==> src/rtl/fir_wb_sequencer_if.sv <==
// ----------------------------------------------------------------------------
// fir_wb_sequencer_if : stream, Wishbone-master and status bundle for the sequencer
// Rev 1.0
// ----------------------------------------------------------------------------
`default_nettype none

interface fir_wb_sequencer_if;
  logic        s_valid_i;
  logic [31:0] s_data_i;
  logic        s_ready_o;
  logic        m_valid_o;
  logic [31:0] m_data_o;
  logic        m_ready_i;
  logic [31:0] wbm_adr_o;
  logic [31:0] wbm_dat_o;
  logic [3:0]  wbm_sel_o;
  logic        wbm_we_o;
  logic        wbm_cyc_o;
  logic        wbm_stb_o;
  logic [31:0] wbm_dat_i;
  logic        wbm_ack_i;
  logic        busy_o;
  logic        timeout_o;
  logic [15:0] sample_cnt_o;

  modport master (
    input  s_valid_i, s_data_i, m_ready_i, wbm_dat_i, wbm_ack_i,
    output s_ready_o, m_valid_o, m_data_o,
    output wbm_adr_o, wbm_dat_o, wbm_sel_o, wbm_we_o, wbm_cyc_o, wbm_stb_o,
    output busy_o, timeout_o, sample_cnt_o
  );

  modport slave (
    output s_valid_i, s_data_i, m_ready_i, wbm_dat_i, wbm_ack_i,
    input  s_ready_o, m_valid_o, m_data_o,
    input  wbm_adr_o, wbm_dat_o, wbm_sel_o, wbm_we_o, wbm_cyc_o, wbm_stb_o,
    input  busy_o, timeout_o, sample_cnt_o
  );
endinterface

`default_nettype wire

==> src/rtl/fir_wb_sequencer.sv <==
// ----------------------------------------------------------------------------
// fir_wb_sequencer : pushes each sample through a Wishbone FIR core and streams out the result
// Rev 1.0
// ----------------------------------------------------------------------------
`default_nettype none

module fir_wb_sequencer #(
  parameter logic [31:0] DATAIN_ADR  = 32'h0000_0000,
  parameter logic [31:0] START_ADR   = 32'h0000_0004,
  parameter logic [31:0] DONE_ADR    = 32'h0000_0008,
  parameter logic [31:0] DATAOUT_ADR = 32'h0000_000C,
  parameter logic [15:0] POLL_LIMIT  = 16'd255
) (
  input  wire logic            wb_clk_i,
  input  wire logic            wb_rst_i,
  fir_wb_sequencer_if.master   bus
);

  typedef enum logic [2:0] {
    S_IDLE     = 3'd0,
    S_WR_DATA  = 3'd1,
    S_WR_START = 3'd2,
    S_WR_CLR   = 3'd3,
    S_POLL     = 3'd4,
    S_RD_OUT   = 3'd5,
    S_OUT      = 3'd6
  } state_t;

  state_t      r_state;
  logic [31:0] r_sample;
  logic [31:0] r_adr;
  logic [31:0] r_dat;
  logic [3:0]  r_sel;
  logic        r_we;
  logic        r_cyc;
  logic        r_stb;
  logic        r_m_valid;
  logic [31:0] r_m_data;
  logic        r_timeout;
  logic [15:0] r_sample_cnt;
  logic [15:0] r_poll_cnt;

  logic        w_ack;
  logic [16:0] w_poll_next;

  // An ack only counts while this master actually has a cycle open.
  assign w_ack       = r_cyc && r_stb && bus.wbm_ack_i;
  assign w_poll_next = {1'b0, r_poll_cnt} + 17'd1;

  always_ff @(posedge wb_clk_i) begin
    if (wb_rst_i) begin
      r_state      <= S_IDLE;
      r_sample     <= 32'h0;
      r_adr        <= 32'h0;
      r_dat        <= 32'h0;
      r_sel        <= 4'h0;
      r_we         <= 1'b0;
      r_cyc        <= 1'b0;
      r_stb        <= 1'b0;
      r_m_valid    <= 1'b0;
      r_m_data     <= 32'h0;
      r_timeout    <= 1'b0;
      r_sample_cnt <= 16'h0;
      r_poll_cnt   <= 16'h0;
    end else begin
      // Each bus state opens its cycle on the edge after entry (cyc low) and
      // closes it on the ack edge, leaving one idle cycle before the next one.
      unique case (r_state)
        S_IDLE: begin
          if (bus.s_valid_i) begin
            r_sample <= bus.s_data_i;
            r_state  <= S_WR_DATA;
          end
        end
        S_WR_DATA: begin
          if (!r_cyc) begin
            {r_cyc, r_stb, r_we, r_sel} <= {1'b1, 1'b1, 1'b1, 4'hF};
            r_adr <= DATAIN_ADR;
            r_dat <= r_sample;
          end else if (w_ack) begin
            {r_cyc, r_stb} <= 2'b00;
            r_state        <= S_WR_START;
          end
        end
        S_WR_START: begin
          if (!r_cyc) begin
            {r_cyc, r_stb, r_we, r_sel} <= {1'b1, 1'b1, 1'b1, 4'hF};
            r_adr <= START_ADR;
            r_dat <= 32'h1;
          end else if (w_ack) begin
            {r_cyc, r_stb} <= 2'b00;
            r_state        <= S_WR_CLR;
          end
        end
        S_WR_CLR: begin
          if (!r_cyc) begin
            {r_cyc, r_stb, r_we, r_sel} <= {1'b1, 1'b1, 1'b1, 4'hF};
            r_adr <= START_ADR;
            r_dat <= 32'h0;
          end else if (w_ack) begin
            {r_cyc, r_stb} <= 2'b00;
            r_poll_cnt     <= 16'h0;
            r_state        <= S_POLL;
          end
        end
        S_POLL: begin
          if (!r_cyc) begin
            {r_cyc, r_stb, r_we, r_sel} <= {1'b1, 1'b1, 1'b0, 4'hF};
            r_adr <= DONE_ADR;
            r_dat <= 32'h0;
          end else if (w_ack) begin
            {r_cyc, r_stb} <= 2'b00;
            if (bus.wbm_dat_i[0]) begin
              r_state <= S_RD_OUT;
            end else if (w_poll_next >= {1'b0, POLL_LIMIT}) begin
              r_timeout <= 1'b1;
              r_state   <= S_IDLE;
            end else begin
              r_poll_cnt <= w_poll_next[15:0];
            end
          end
        end
        S_RD_OUT: begin
          if (!r_cyc) begin
            {r_cyc, r_stb, r_we, r_sel} <= {1'b1, 1'b1, 1'b0, 4'hF};
            r_adr <= DATAOUT_ADR;
            r_dat <= 32'h0;
          end else if (w_ack) begin
            {r_cyc, r_stb} <= 2'b00;
            r_m_data       <= bus.wbm_dat_i;
            r_m_valid      <= 1'b1;
            r_state        <= S_OUT;
          end
        end
        S_OUT: begin
          if (bus.m_ready_i) begin
            r_m_valid    <= 1'b0;
            r_sample_cnt <= r_sample_cnt + 16'd1;
            r_state      <= S_IDLE;
          end
        end
        default: begin
          {r_cyc, r_stb} <= 2'b00;
          r_state        <= S_IDLE;
        end
      endcase
    end
  end

  assign bus.s_ready_o    = (r_state == S_IDLE);
  assign bus.busy_o       = (r_state != S_IDLE);
  assign bus.m_valid_o    = r_m_valid;
  assign bus.m_data_o     = r_m_data;
  assign bus.wbm_adr_o    = r_adr;
  assign bus.wbm_dat_o    = r_dat;
  assign bus.wbm_sel_o    = r_sel;
  assign bus.wbm_we_o     = r_we;
  assign bus.wbm_cyc_o    = r_cyc;
  assign bus.wbm_stb_o    = r_stb;
  assign bus.timeout_o    = r_timeout;
  assign bus.sample_cnt_o = r_sample_cnt;

endmodule

`default_nettype wire

==> src/flat_wrapper.sv <==
// flat-port wrapper written by rule: the top's interface ports become plain ports
module fir_wb_sequencer_flat 
#(
  parameter logic [31:0] DATAIN_ADR  = 32'h0000_0000,
  parameter logic [31:0] START_ADR   = 32'h0000_0004,
  parameter logic [31:0] DONE_ADR    = 32'h0000_0008,
  parameter logic [31:0] DATAOUT_ADR = 32'h0000_000C,
  parameter logic [15:0] POLL_LIMIT  = 16'd255
)
  (wb_clk_i, wb_rst_i, bus_s_valid_i, bus_s_data_i, bus_m_ready_i, bus_wbm_dat_i, bus_wbm_ack_i, bus_s_ready_o, bus_m_valid_o, bus_m_data_o, bus_wbm_adr_o, bus_wbm_dat_o, bus_wbm_sel_o, bus_wbm_we_o, bus_wbm_cyc_o, bus_wbm_stb_o, bus_busy_o, bus_timeout_o, bus_sample_cnt_o);
  fir_wb_sequencer_if bus_i ();
  input  wire logic wb_clk_i;
  input  wire logic wb_rst_i;
  input wire logic [$bits(bus_i.s_valid_i)-1:0] bus_s_valid_i;
  input wire logic [$bits(bus_i.s_data_i)-1:0] bus_s_data_i;
  input wire logic [$bits(bus_i.m_ready_i)-1:0] bus_m_ready_i;
  input wire logic [$bits(bus_i.wbm_dat_i)-1:0] bus_wbm_dat_i;
  input wire logic [$bits(bus_i.wbm_ack_i)-1:0] bus_wbm_ack_i;
  output wire logic [$bits(bus_i.s_ready_o)-1:0] bus_s_ready_o;
  output wire logic [$bits(bus_i.m_valid_o)-1:0] bus_m_valid_o;
  output wire logic [$bits(bus_i.m_data_o)-1:0] bus_m_data_o;
  output wire logic [$bits(bus_i.wbm_adr_o)-1:0] bus_wbm_adr_o;
  output wire logic [$bits(bus_i.wbm_dat_o)-1:0] bus_wbm_dat_o;
  output wire logic [$bits(bus_i.wbm_sel_o)-1:0] bus_wbm_sel_o;
  output wire logic [$bits(bus_i.wbm_we_o)-1:0] bus_wbm_we_o;
  output wire logic [$bits(bus_i.wbm_cyc_o)-1:0] bus_wbm_cyc_o;
  output wire logic [$bits(bus_i.wbm_stb_o)-1:0] bus_wbm_stb_o;
  output wire logic [$bits(bus_i.busy_o)-1:0] bus_busy_o;
  output wire logic [$bits(bus_i.timeout_o)-1:0] bus_timeout_o;
  output wire logic [$bits(bus_i.sample_cnt_o)-1:0] bus_sample_cnt_o;
  assign bus_i.s_valid_i = bus_s_valid_i;
  assign bus_i.s_data_i = bus_s_data_i;
  assign bus_i.m_ready_i = bus_m_ready_i;
  assign bus_i.wbm_dat_i = bus_wbm_dat_i;
  assign bus_i.wbm_ack_i = bus_wbm_ack_i;
  assign bus_s_ready_o = bus_i.s_ready_o;
  assign bus_m_valid_o = bus_i.m_valid_o;
  assign bus_m_data_o = bus_i.m_data_o;
  assign bus_wbm_adr_o = bus_i.wbm_adr_o;
  assign bus_wbm_dat_o = bus_i.wbm_dat_o;
  assign bus_wbm_sel_o = bus_i.wbm_sel_o;
  assign bus_wbm_we_o = bus_i.wbm_we_o;
  assign bus_wbm_cyc_o = bus_i.wbm_cyc_o;
  assign bus_wbm_stb_o = bus_i.wbm_stb_o;
  assign bus_busy_o = bus_i.busy_o;
  assign bus_timeout_o = bus_i.timeout_o;
  assign bus_sample_cnt_o = bus_i.sample_cnt_o;
  fir_wb_sequencer #(.DATAIN_ADR(DATAIN_ADR), .START_ADR(START_ADR), .DONE_ADR(DONE_ADR), .DATAOUT_ADR(DATAOUT_ADR), .POLL_LIMIT(POLL_LIMIT)) u_core (.wb_clk_i(wb_clk_i), .wb_rst_i(wb_rst_i), .bus(bus_i));
endmodule
==> config.mk <==
export PLATFORM = sky130hd
export DESIGN_NAME = fir_wb_sequencer_flat
export DESIGN_NICKNAME = d
export VERILOG_FILES = /design/src/rtl/fir_wb_sequencer_if.sv /design/src/rtl/fir_wb_sequencer.sv /design/src/flat_wrapper.sv
export SDC_FILE = /design/constraint.sdc
export NUM_CORES = 1
export LEC_CHECK = 0
export ABC_AREA = 1
export CAP_MARGIN = 20
export CORE_ASPECT_RATIO = 0.8
export CORE_MARGIN = 1
export CORE_UTILIZATION = 41
export DETAILED_ROUTE_END_ITERATION = 8
export GPL_ROUTABILITY_DRIVEN = 0
export GPL_TIMING_DRIVEN = 0
export PLACE_DENSITY = 0.73
export SYNTH_ARGS = -nofsm -noshare
export SYNTH_HDL_FRONTEND = slang
export SYNTH_SLANG_ARGS = --single-unit
export TNS_END_PERCENT = 50
==> constraint.sdc <==
create_clock -name wb_clk_i -period 1.9 [get_ports wb_clk_i]
set_input_delay 0.19 -clock wb_clk_i [delete_from_list [all_inputs] [get_ports wb_clk_i]]
set_output_delay 0.19 -clock wb_clk_i [all_outputs]
set_load 0.05 [all_outputs]
Word level (Yosys, flattened, before mapping)
Index checks and enable logic that the tools add are counted.
{ "totals": {"ff_bits": 169, "word_cells": 119, "out_inout_bits": 123, "inputBits": 69} }
{ "classes": {"magnitude_cmp": 1, "n_mux": 43, "n_bitwise": 3, "n_reduce_logical": 27, "add_sub_neg": 2, "n_eq_ne": 30} }
{ "op_table": {"columns": ["operator", "n"], "rows": [
  ["2-to-1 mux 32 bit", 6],
  ["case mux 32 bit (4 select lines)", 1],
  ["2-to-1 mux 16 bit", 6],
  ["case mux 32 bit (3 select lines)", 1],
  ["2-to-1 mux 3 bit", 14],
  ["case mux 16 bit (2 select lines)", 1],
  ["!= test 2 bit (second input constant)", 12],
  ["case mux 3 bit (7 select lines)", 1],
  ["!= test 2 x 1 -> 1 bit (second input constant)", 10],
  ["adder 16 x 1 -> 17 bit (second input constant)", 1],
  [">= comparator 17 x 8 -> 1 bit (second input constant)", 1],
  ["adder 16 x 1 -> 16 bit (second input constant)", 1],
  ["AND reduction 13 bit", 1],
  ["AND reduction 5 bit", 2],
  ["equality test 3 bit (second input constant)", 3],
  ["2-to-1 mux 1 bit", 9],
  ["case mux 1 bit (2 select lines)", 4],
  ["AND reduction 2 bit", 4],
  ["AND reduction 4 bit", 2],
  ["AND reduction 7 bit", 1],
  ["equality test 3 x 2 -> 1 bit (second input constant)", 2],
  ["AND reduction 3 bit", 2],
  ["nonzero test 2 bit", 3],
  ["nonzero test 3 bit", 2],
  ["10 further kinds", 16]
]} }

Longest topological paths before layout
Gate-level depths: netlist of the first run.
{ "logic_depth": {"depth_word": 7, "mapped_depth": 17, "depth_no_buf": 16} }

Worst setup path after synthesis of the first run
Ideal clock, no wire load.
{ "synth_path": {"kind": "flip-flop to flip-flop", "start": "register u_core.r_sample_cnt[3], in the netlist u_core.bus.sample_cnt_o[3]", "end": "register u_core.r_sample_cnt[15], in the netlist u_core.bus.sample_cnt_o[15]", "n_path_buf": 0, "setup_ns": 0.113, "synth_period_minus_slack_ns": 2.022, "t_arrival_ns": 1.909, "t_required_ns": 1.787, "stages_incl_launch_ff": 12, "slack_ns": -0.122, "cell_sequence": "dfxtp_1 > inv_1 > nor3_1 > nand4_1 > nor2_1 > nand3_2 > nor2_4 > nand2_1 > nor2_2 > nand2_1 > o21ai_1 > nor2_1"} }
{ "synth_between": {"elab_chain_cells": 1} }
{ "synth_rtl": {"columns": ["element", "line", "text"], "rows": [
  ["start: declaration", "fir_wb_sequencer.sv:40", "logic [15:0] r_sample_cnt;"],
  ["start signal: assignment", "fir_wb_sequencer.sv:138", "r_sample_cnt <= r_sample_cnt + 16'd1;"],
  ["adder 16 x 1 -> 16 bit", "fir_wb_sequencer.sv:138", null]
]} }
No other way between the ends.
A chain may end at the register's enable or synchronous reset.

Worst setup path in the final report of the first run
{ "layout_path": {"start": "register u_core.r_poll_cnt[6]", "end": "register u_core.r_poll_cnt[1]"} }
{ "layout_between": {"elab_chain_cells": 4} }
{ "layout_rtl": {"columns": ["element", "line", "text"], "rows": [
  ["start: declaration", "fir_wb_sequencer.sv:41", "logic [15:0] r_poll_cnt;"],
  ["start signal: assignment", "fir_wb_sequencer.sv:119", "r_poll_cnt <= w_poll_next[15:0];"],
  ["adder 16 x 1 -> 17 bit", "fir_wb_sequencer.sv:48", "assign w_poll_next = {1'b0, r_poll_cnt} + 17'd1;"],
  [">= comparator 17 x 8 -> 1 bit", "fir_wb_sequencer.sv:115", "end else if (w_poll_next >= {1'b0, POLL_LIMIT}) begin"],
  ["!= test 2 bit (no line)", null, null],
  ["AND reduction 7 bit (no line)", null, null]
]} }
No other way between the ends.

==> results.md, run 1 <==
- CTS tree: done
- Max-cap viol count: 0
- Worst Path Max Fanout: 6
- CTS Buffer Depth: 2
- Critical path cell sequence: nand2_1 -> nor2_4 -> nand3_1 -> nand2_1 -> nand2_1 -> nor2_1 -> nand3_1 -> nor2_2 -> nand3_2 -> nand2_4 -> nand2_4 -> buf_8 -> nand2_2 -> nand2_1 -> nor2_1
- Setup ws final: -147 ps
- Switch share: a little under two fifths
- Initial antenna violation count: 0
- Worst EP arrival: around 2400 ps
- Tightest Pin Transition: roughly 600 ps
- Die W: 138 um
- GRT Total Usage: 23.4%
- Most frequent cells in the layout: clkdlybuf4s50_1, nor2_1, dfxtp_1, nand2_1, nand3_1
- PortBufs: between 150 and 200
- Dpl cells: approximately 1200
- Async S/R FF share, synth: 0%
- Post-DP HPWL: approximately 12000 um
- Hold_ws: between 300 and 400 ps
- Die area: approximately 15000 um2
- Final count of hold timing violations: 0
- Std cell rows: 39
- Setup Skew: about 9.0 ps
- Core box area: between 10000 and 15000 um2
- Sequential power share: approximately 32%
- DRC: 0
- First-pass GRT wire length: approximately 28000 um
- Status: finished, violations left
- Clk pwr share: 31.5%
- RSZ-0062 raised after global routing: yes
- Minimum clock period: approximately 2000 ps
- Routed Antenna Nets: 0
- Crit path buf inv count: 1
- Grt total ovfl: 0
- Failing checks: setup timing
- I/O Pins: approximately 190
- Worst IR Drop VDD: between 0.8 and 0.9 mV
- Internal cell power: roughly 6800 uW
- Final Max Slew Viols: 0
- CTS buffer count: 17
- Cell variety after synth: 34
- Hold WC Path Type: in2reg
- PD cells: 1170 nW/um2
- Number of global-route vias before repair: around 5700
- Cts hold-fix bufs: 0
- Final setup viols: 20
- Wire per inst: approximately 14 um
- H-tree Lvls: 4
- Most common cell after layout, fill and taps aside: clkdlybuf4s50_1
- Cell Count, Final, Fillers Out: 1253
- CP Launch Type: flip-flop
- Iter 0 DRT Violations: 420
- Clock Sinks: around 140
- Most common flop cell mapped by yosys: dfxtp_1
- Critical path's top delay family: simple AND/OR/NAND/NOR gates
- Share of layout cells above drive strength 1: between 20% and 30%
- Clk Tree Root Cell: clkbuf_16
- DR vias: approximately 6200
- LEAKAGE: 0.00371 uW
- YS warnings: 0
- Routed WL: ~18000 um
- Reg clk slew, reported paths: ~60 ps
- Final Cycle Share: 108%
- EDFF count, synth: 0
- Cell Area, Synth: between 6000 and 7000 um2
- Crit path top cell by count: nand2_1
- Slew margin rel.: about 60%
- P_sw: approximately 4000 uW
- WS Path Type: reg2reg
- Power Total: approximately 11000 uW
- Combinational share of power: approximately 36%
- Post-synthesis sequential element count: about 140
- Pre-antenna DRT Iters: 4
- Area delta synth->final: 52.6%
- Syn Area/Cell: roughly 7.5 um2
- Antenna diode count: 0
- Seq/Total Area, Yosys: about 46%
- Nets: 1129
- CP peak stage delay: ~420 ps
- Worst-Skew Late Latency: between 400 and 500 ps
- Worst Path Required: around 2300 ps
- F_max: 489 MHz
- CP Capture Type: flip-flop
- Share of the core filled with cells: ~64%
- CP max stage cell: dfxtp_1
- Cell count after synthesis: just over 800
- Largest net degree at the start of global routing: 17
- Starting Density: approximately 42%
- Die height: ~110 um
- Avg Vias per Cell: 4.99
final timing paths:
| check | depth (start not counted) | slack, ps | end | start |
|---|---|---|---|---|
| max | 15 | -150 | u_core.r_poll_cnt[1] | u_core.r_poll_cnt[6] |
| min | 3 | 300 | u_core.r_sample[31] | bus_s_valid_i |
| max reg2reg | 15 | -150 | u_core.r_poll_cnt[1] | u_core.r_poll_cnt[6] |
| min reg2reg | 2 | 460 | u_core.r_sample[8] | u_core.r_sample[8] |
logic make-up after synthesis:
| kind of cell | Yosys count | share of synthesized area [%] |
|---|---|---|
| adders and majority gates | 3 | 0.620 |
| buffers and inverters | 125 | 10.2 |
| other | 1 | 0.0619 |
| xor gates and xnor gates | 2 | 0.289 |
| DFF | 139 | 45.9 |
| and+or+nand+nor | 384 | 28.0 |
| AOI/OAI and AO/OA | 159 | 14.9 |
through the flow:
step / setup WS, ps / cell area (um2) / setup TNS (ps)
after floorplan: -47.4 / 6170 / -153
after global placement: -631 / 7990 / -14520
after detailed placement: -658 / 7990 / -16190
after CTS: -106 / 8810 / -834
after global routing: -311 / 9240 / -5590
final: -147 / 9240 / -1800
cell usage after synthesis (2+ instances only):
master,instances,share of area [%]
o21ai_1,3,0.25
nand3_2,3,0.50
a32oi_1,21,3.0
nand2_4,4,0.74
xor2_1,2,0.29
nor2_2,2,0.21
nand2_2,4,0.41
clkbuf_1,35,2.2
a31oi_1,3,0.31
o21bai_1,2,0.25
buf_1,2,0.12
o21ai_0,45,3.7
nor3_1,7,0.58
nand4_1,7,0.72
o21a_1,2,0.25
a21oi_1,78,6.4
buf_6,2,0.37
ha_1,3,0.62
nand3_1,74,6.1
dfxtp_1,139,46
nor2_1,144,8.9
inv_2,3,0.19
buf_2,4,0.33
nor2_4,7,1.3
a211oi_1,2,0.25
inv_1,44,2.7
nand2_1,129,8.0
buf_4,34,4.2
nor3_2,3,0.50
power by group through the flow:
stage	Sequential [uW]	Combinational [uW]	Clock, uW
CTS	3460	3420	3420
global placement	3510	3280	0
global route	3520	4190	3560
floorplan	4070	1690	0
detailed placement	3510	3310	0
finish	3480	3930	3400
timing repair:
item / in CTS / in global routing
endpoints found under the hold margin: 0 / 0
setup buffers: 11 / 25
resized for setup: 60 / 74
cloned: 0 / 3
endpoints found under the setup margin: 109 / 119
pin swaps: 5 / 24
sequential cells by signal, summed over array words and instances, names as in the netlist:
| register | cells |
|---|---|
| u_core.bus.m_data_o | 32 |
| u_core.bus.wbm_dat_o | 32 |
| u_core.r_sample | 32 |
| u_core.bus.sample_cnt_o | 16 |
| u_core.r_poll_cnt | 16 |
| u_core.r_state | 3 |
| u_core.bus.wbm_adr_o | 2 |
| u_core.bus.m_valid_o | 1 |
| u_core.bus.timeout_o | 1 |
| u_core.bus.wbm_cyc_o | 1 |
| u_core.bus.wbm_sel_o | 1 |
| u_core.bus.wbm_stb_o | 1 |
| u_core.bus.wbm_we_o | 1 |
per-layer routing:
layer / vias to the layer above / GRT usage [%] / share of wire (%)
met5: - / 0 / 0
met4: 0 / 6.67 / 1.9
met3: 24 / 7.18 / 6.5
met2: 196 / 35.4 / 46
met1: 2900 / 31.8 / 46
li1: 3129 / - / -
layout make-up:
class / instances / area (um2)
Buffer: 76 / 484
Clock buffer: 18 / 439
Clock inverter: 13 / 164
Fill cell: 1213 / 5100
Inverter: 48 / 185
Multi-Input combinational cell: 578 / 3030
Sequential cell: 139 / 2810
Tap cell: 184 / 230
Timing Repair Buffer: 197 / 1900
worst reg2reg max path, stage by stage (launching register included):
cell and delay [ps]:
dfxtp_1 420, nand2_1 120, nor2_4 200, nand3_1 120
nand2_1 120, nand2_1 60, nor2_1 90, nand3_1 90
nor2_2 130, nand3_2 90, nand2_4 120, nand2_4 100
buf_8 150, nand2_2 50, nand2_1 40, nor2_1 70
Power figures use the tool's default switching activity.
==> run 2: changes to the inputs <==
--- a/config.mk
+++ b/config.mk
@@ -14,6 +14,7 @@
 export GPL_ROUTABILITY_DRIVEN = 0
 export GPL_TIMING_DRIVEN = 0
 export PLACE_DENSITY = 0.73
+export SKIP_CTS_REPAIR_TIMING = 1
 export SYNTH_ARGS = -nofsm -noshare
 export SYNTH_HDL_FRONTEND = slang
 export SYNTH_SLANG_ARGS = --single-unit
==> run 2 against run 1 <==
Net effect: the run still ends with setup timing left; register-to-register slack lost 30 ps; maximum frequency shrank 1.5%; core utilization shrank 0.84 points; critical path depth is the same; wire length shrank 1.2%; clock power is essentially flat; combinational power shrank 1%; clock skew grew 2.2 ps; flip-flop and latch count is the same; power shrank 0.55%; final area shrank 1.3%; critical path type unchanged; largest power group unchanged.
==> results.md, run 2 (same netlist as run 1, synthesis figures left out) <==
- Status: finished, violations left
- Failing checks: setup timing
- DRC: 0
- Cell Count, Final, Fillers Out: roughly 1200
- CTS Buffer Depth: 2
- Antenna diode count: 0
- Internal cell power: 6760 uW
- Core box area: about 14000 um2
- Critical path cell sequence: ha_4 -> nand2_8 -> nor2_4 -> nand2_1 -> nand2_1 -> nor2_1 -> nand3_1 -> nand2_1 -> nor2_2 -> nand3_2 -> nand2_4 -> nand2_4 -> buf_8 -> nor2_2 -> nor2_1
- F_max: slightly below 500 MHz
- Avg Vias per Cell: ~5.0
- Number of global-route vias before repair: 5531
- DR vias: between 6000 and 7000
- Largest net degree at the start of global routing: 17
- Critical path's top delay family: simple AND/OR/NAND/NOR gates
- Clk Tree Root Cell: clkbuf_16
- Worst EP arrival: around 2400 ps
- Share of layout cells above drive strength 1: about 18%
- Nets: ~1100
- H-tree Lvls: 4
- Wire per inst: ~14 um
- PD cells: roughly 1200 nW/um2
- CP max stage cell: dfxtp_4
- Setup ws final: -178 ps
- Hold WC Path Type: in2reg
- Worst Path Required: between 2000 and 2500 ps
- Minimum clock period: between 2000 and 2500 ps
- Crit path depth: 15
- Area delta synth->final: 50.6%
- First-pass GRT wire length: 27500 um
- Slew margin rel.: a little over three fifths
- Routed WL: 17600 um
- Final Cycle Share: 109%
- Starting Density: roughly 42%
- CP Launch Type: flip-flop
- Die height: about 110 um
- Clock Sinks: roughly 140
- Tightest Pin Transition: 562 ps
- Grt total ovfl: 0
- RSZ-0062 raised after global routing: yes
- Switch share: 37.2%
- Die W: about 140 um
- Reg-to-reg slack, setup: -180 ps
- Die area: roughly 15000 um2
- Pre-antenna DRT Iters: 7
- PortBufs: roughly 160
- Crit path top cell by count: nand2_1
- Worst-Skew Late Latency: between 400 and 500 ps
- Final count of hold timing violations: 0
- Fillers: 1239
- Reg clk slew, reported paths: roughly 60 ps
- Final setup viols: 23
- P_sw: 3990 uW
- Clk pwr share: a little under a third
- WS Path Type: reg2reg
- Most frequent cells in the layout: clkdlybuf4s50_1, nor2_1, dfxtp_1, nand2_1, a21oi_1
- Setup Skew: 11.2 ps
- Most common cell after layout, fill and taps aside: clkdlybuf4s50_1
- CP peak stage delay: approximately 400 ps
- Sequential power share: 32.2%
- CTS tree: done
- FF-to-FF path depth: 15
- LEAKAGE: ~0.0036 uW
- Worst IR Drop VDD: about 0.83 mV
- Crit path buf inv count: 1
- Hold path cells: 3
- Worst Path Max Fanout: 6
- Routed Antenna Nets: 0
- CTS buffer count: 17
- Initial antenna violation count: 0
- CP Capture Type: flip-flop
- Iter 0 DRT Violations: approximately 490
- Max-cap viol count: 0
- GRT Total Usage: a little under a quarter
- Post-DP HPWL: roughly 12000 um
- I/O Pins: roughly 190
- Dpl cells: around 1200
- Final Max Slew Viols: 0
- Std cell rows: 39
- Share of the core filled with cells: between 60% and 70%
- Combinational share of power: 36.2%
## run 2: cell types whose count changed in the layout (fill, tap and decap cells not counted), sizes merged
cell / delta
clkdlybuf4s50: +5
buf: -4
clkbuf: -3
dlymetal6s2s: -2
## run 2: power by group through the flow
stage	sequential, uW	clock, uW	combinational [uW]
after detailed placement	3510	0	3310
after floorplan	4070	0	1690
after global routing	3500	3560	4150
after CTS	3460	3420	3330
final	3470	3390	3890
after global placement	3510	0	3280
## run 2: cell type report
type	count	area (um2)	area share, %
buffer	77	483	5.29
clock buffer	18	439	4.81
clock inverter	13	164	1.80
inverter	48	183	2.00
multi-input combinational	578	2930	32.1
sequential	139	2810	30.8
tap	184	230	2.52
timing repair buffer	192	1880	20.7
## run 2: layer usage
metal / global-route usage, % / routed length, um / up-vias / part of all wire (%)
li1: - / - / 3120 / -
met1: 31.4 / 8120 / 2879 / 46
met2: 33.8 / 8030 / 184 / 46
met3: 7.18 / 1110 / 27 / 6.3
met4: 6.88 / 338 / 0 / 1.9
met5: 0 / 0 / - / 0
## run 2: final timing paths
| path | start | to |
|---|---|---|
| max reg2reg | u_core.r_poll_cnt[1] | u_core.r_poll_cnt[1] |
| min | bus_s_valid_i | u_core.r_sample[31] |
| max | u_core.r_poll_cnt[1] | u_core.r_poll_cnt[1] |
| min reg2reg | u_core.r_sample[6] | u_core.r_sample[6] |
## run 2: tightest hold or removal path, cell delays in order
cell,delay [ps]
buf_1,250
nand3_1,170
a21oi_1,60
## run 2: through the flow
stage / worst slack (ps) / total power, uW / instance area (um2) / hold slack, ps / setup TNS [ps]
3_5_place_dp: -658 / 6820 / 7990 / 454 / -16190
4_1_cts: -1120 / 10200 / 8600 / 294 / -17330
2_1_floorplan: -47.4 / 5760 / 6170 / 325 / -153
5_1_grt: -301 / 11200 / 9120 / 310 / -6980
3_3_place_gp: -631 / 6790 / 7990 / 441 / -14520
6_report: -178 / 10700 / 9120 / 315 / -2730
==> run 3: changes to the inputs <==
--- a/config.mk
+++ b/config.mk
@@ -14,6 +14,7 @@
 export GPL_ROUTABILITY_DRIVEN = 0
 export GPL_TIMING_DRIVEN = 0
 export PLACE_DENSITY = 0.73
+export RECOVER_POWER = 100
 export SKIP_CTS_REPAIR_TIMING = 1
 export SYNTH_ARGS = -nofsm -noshare
 export SYNTH_HDL_FRONTEND = slang
==> results of run 3 <==
No change in the layout: final DEF, timing and power equal those of run 2.
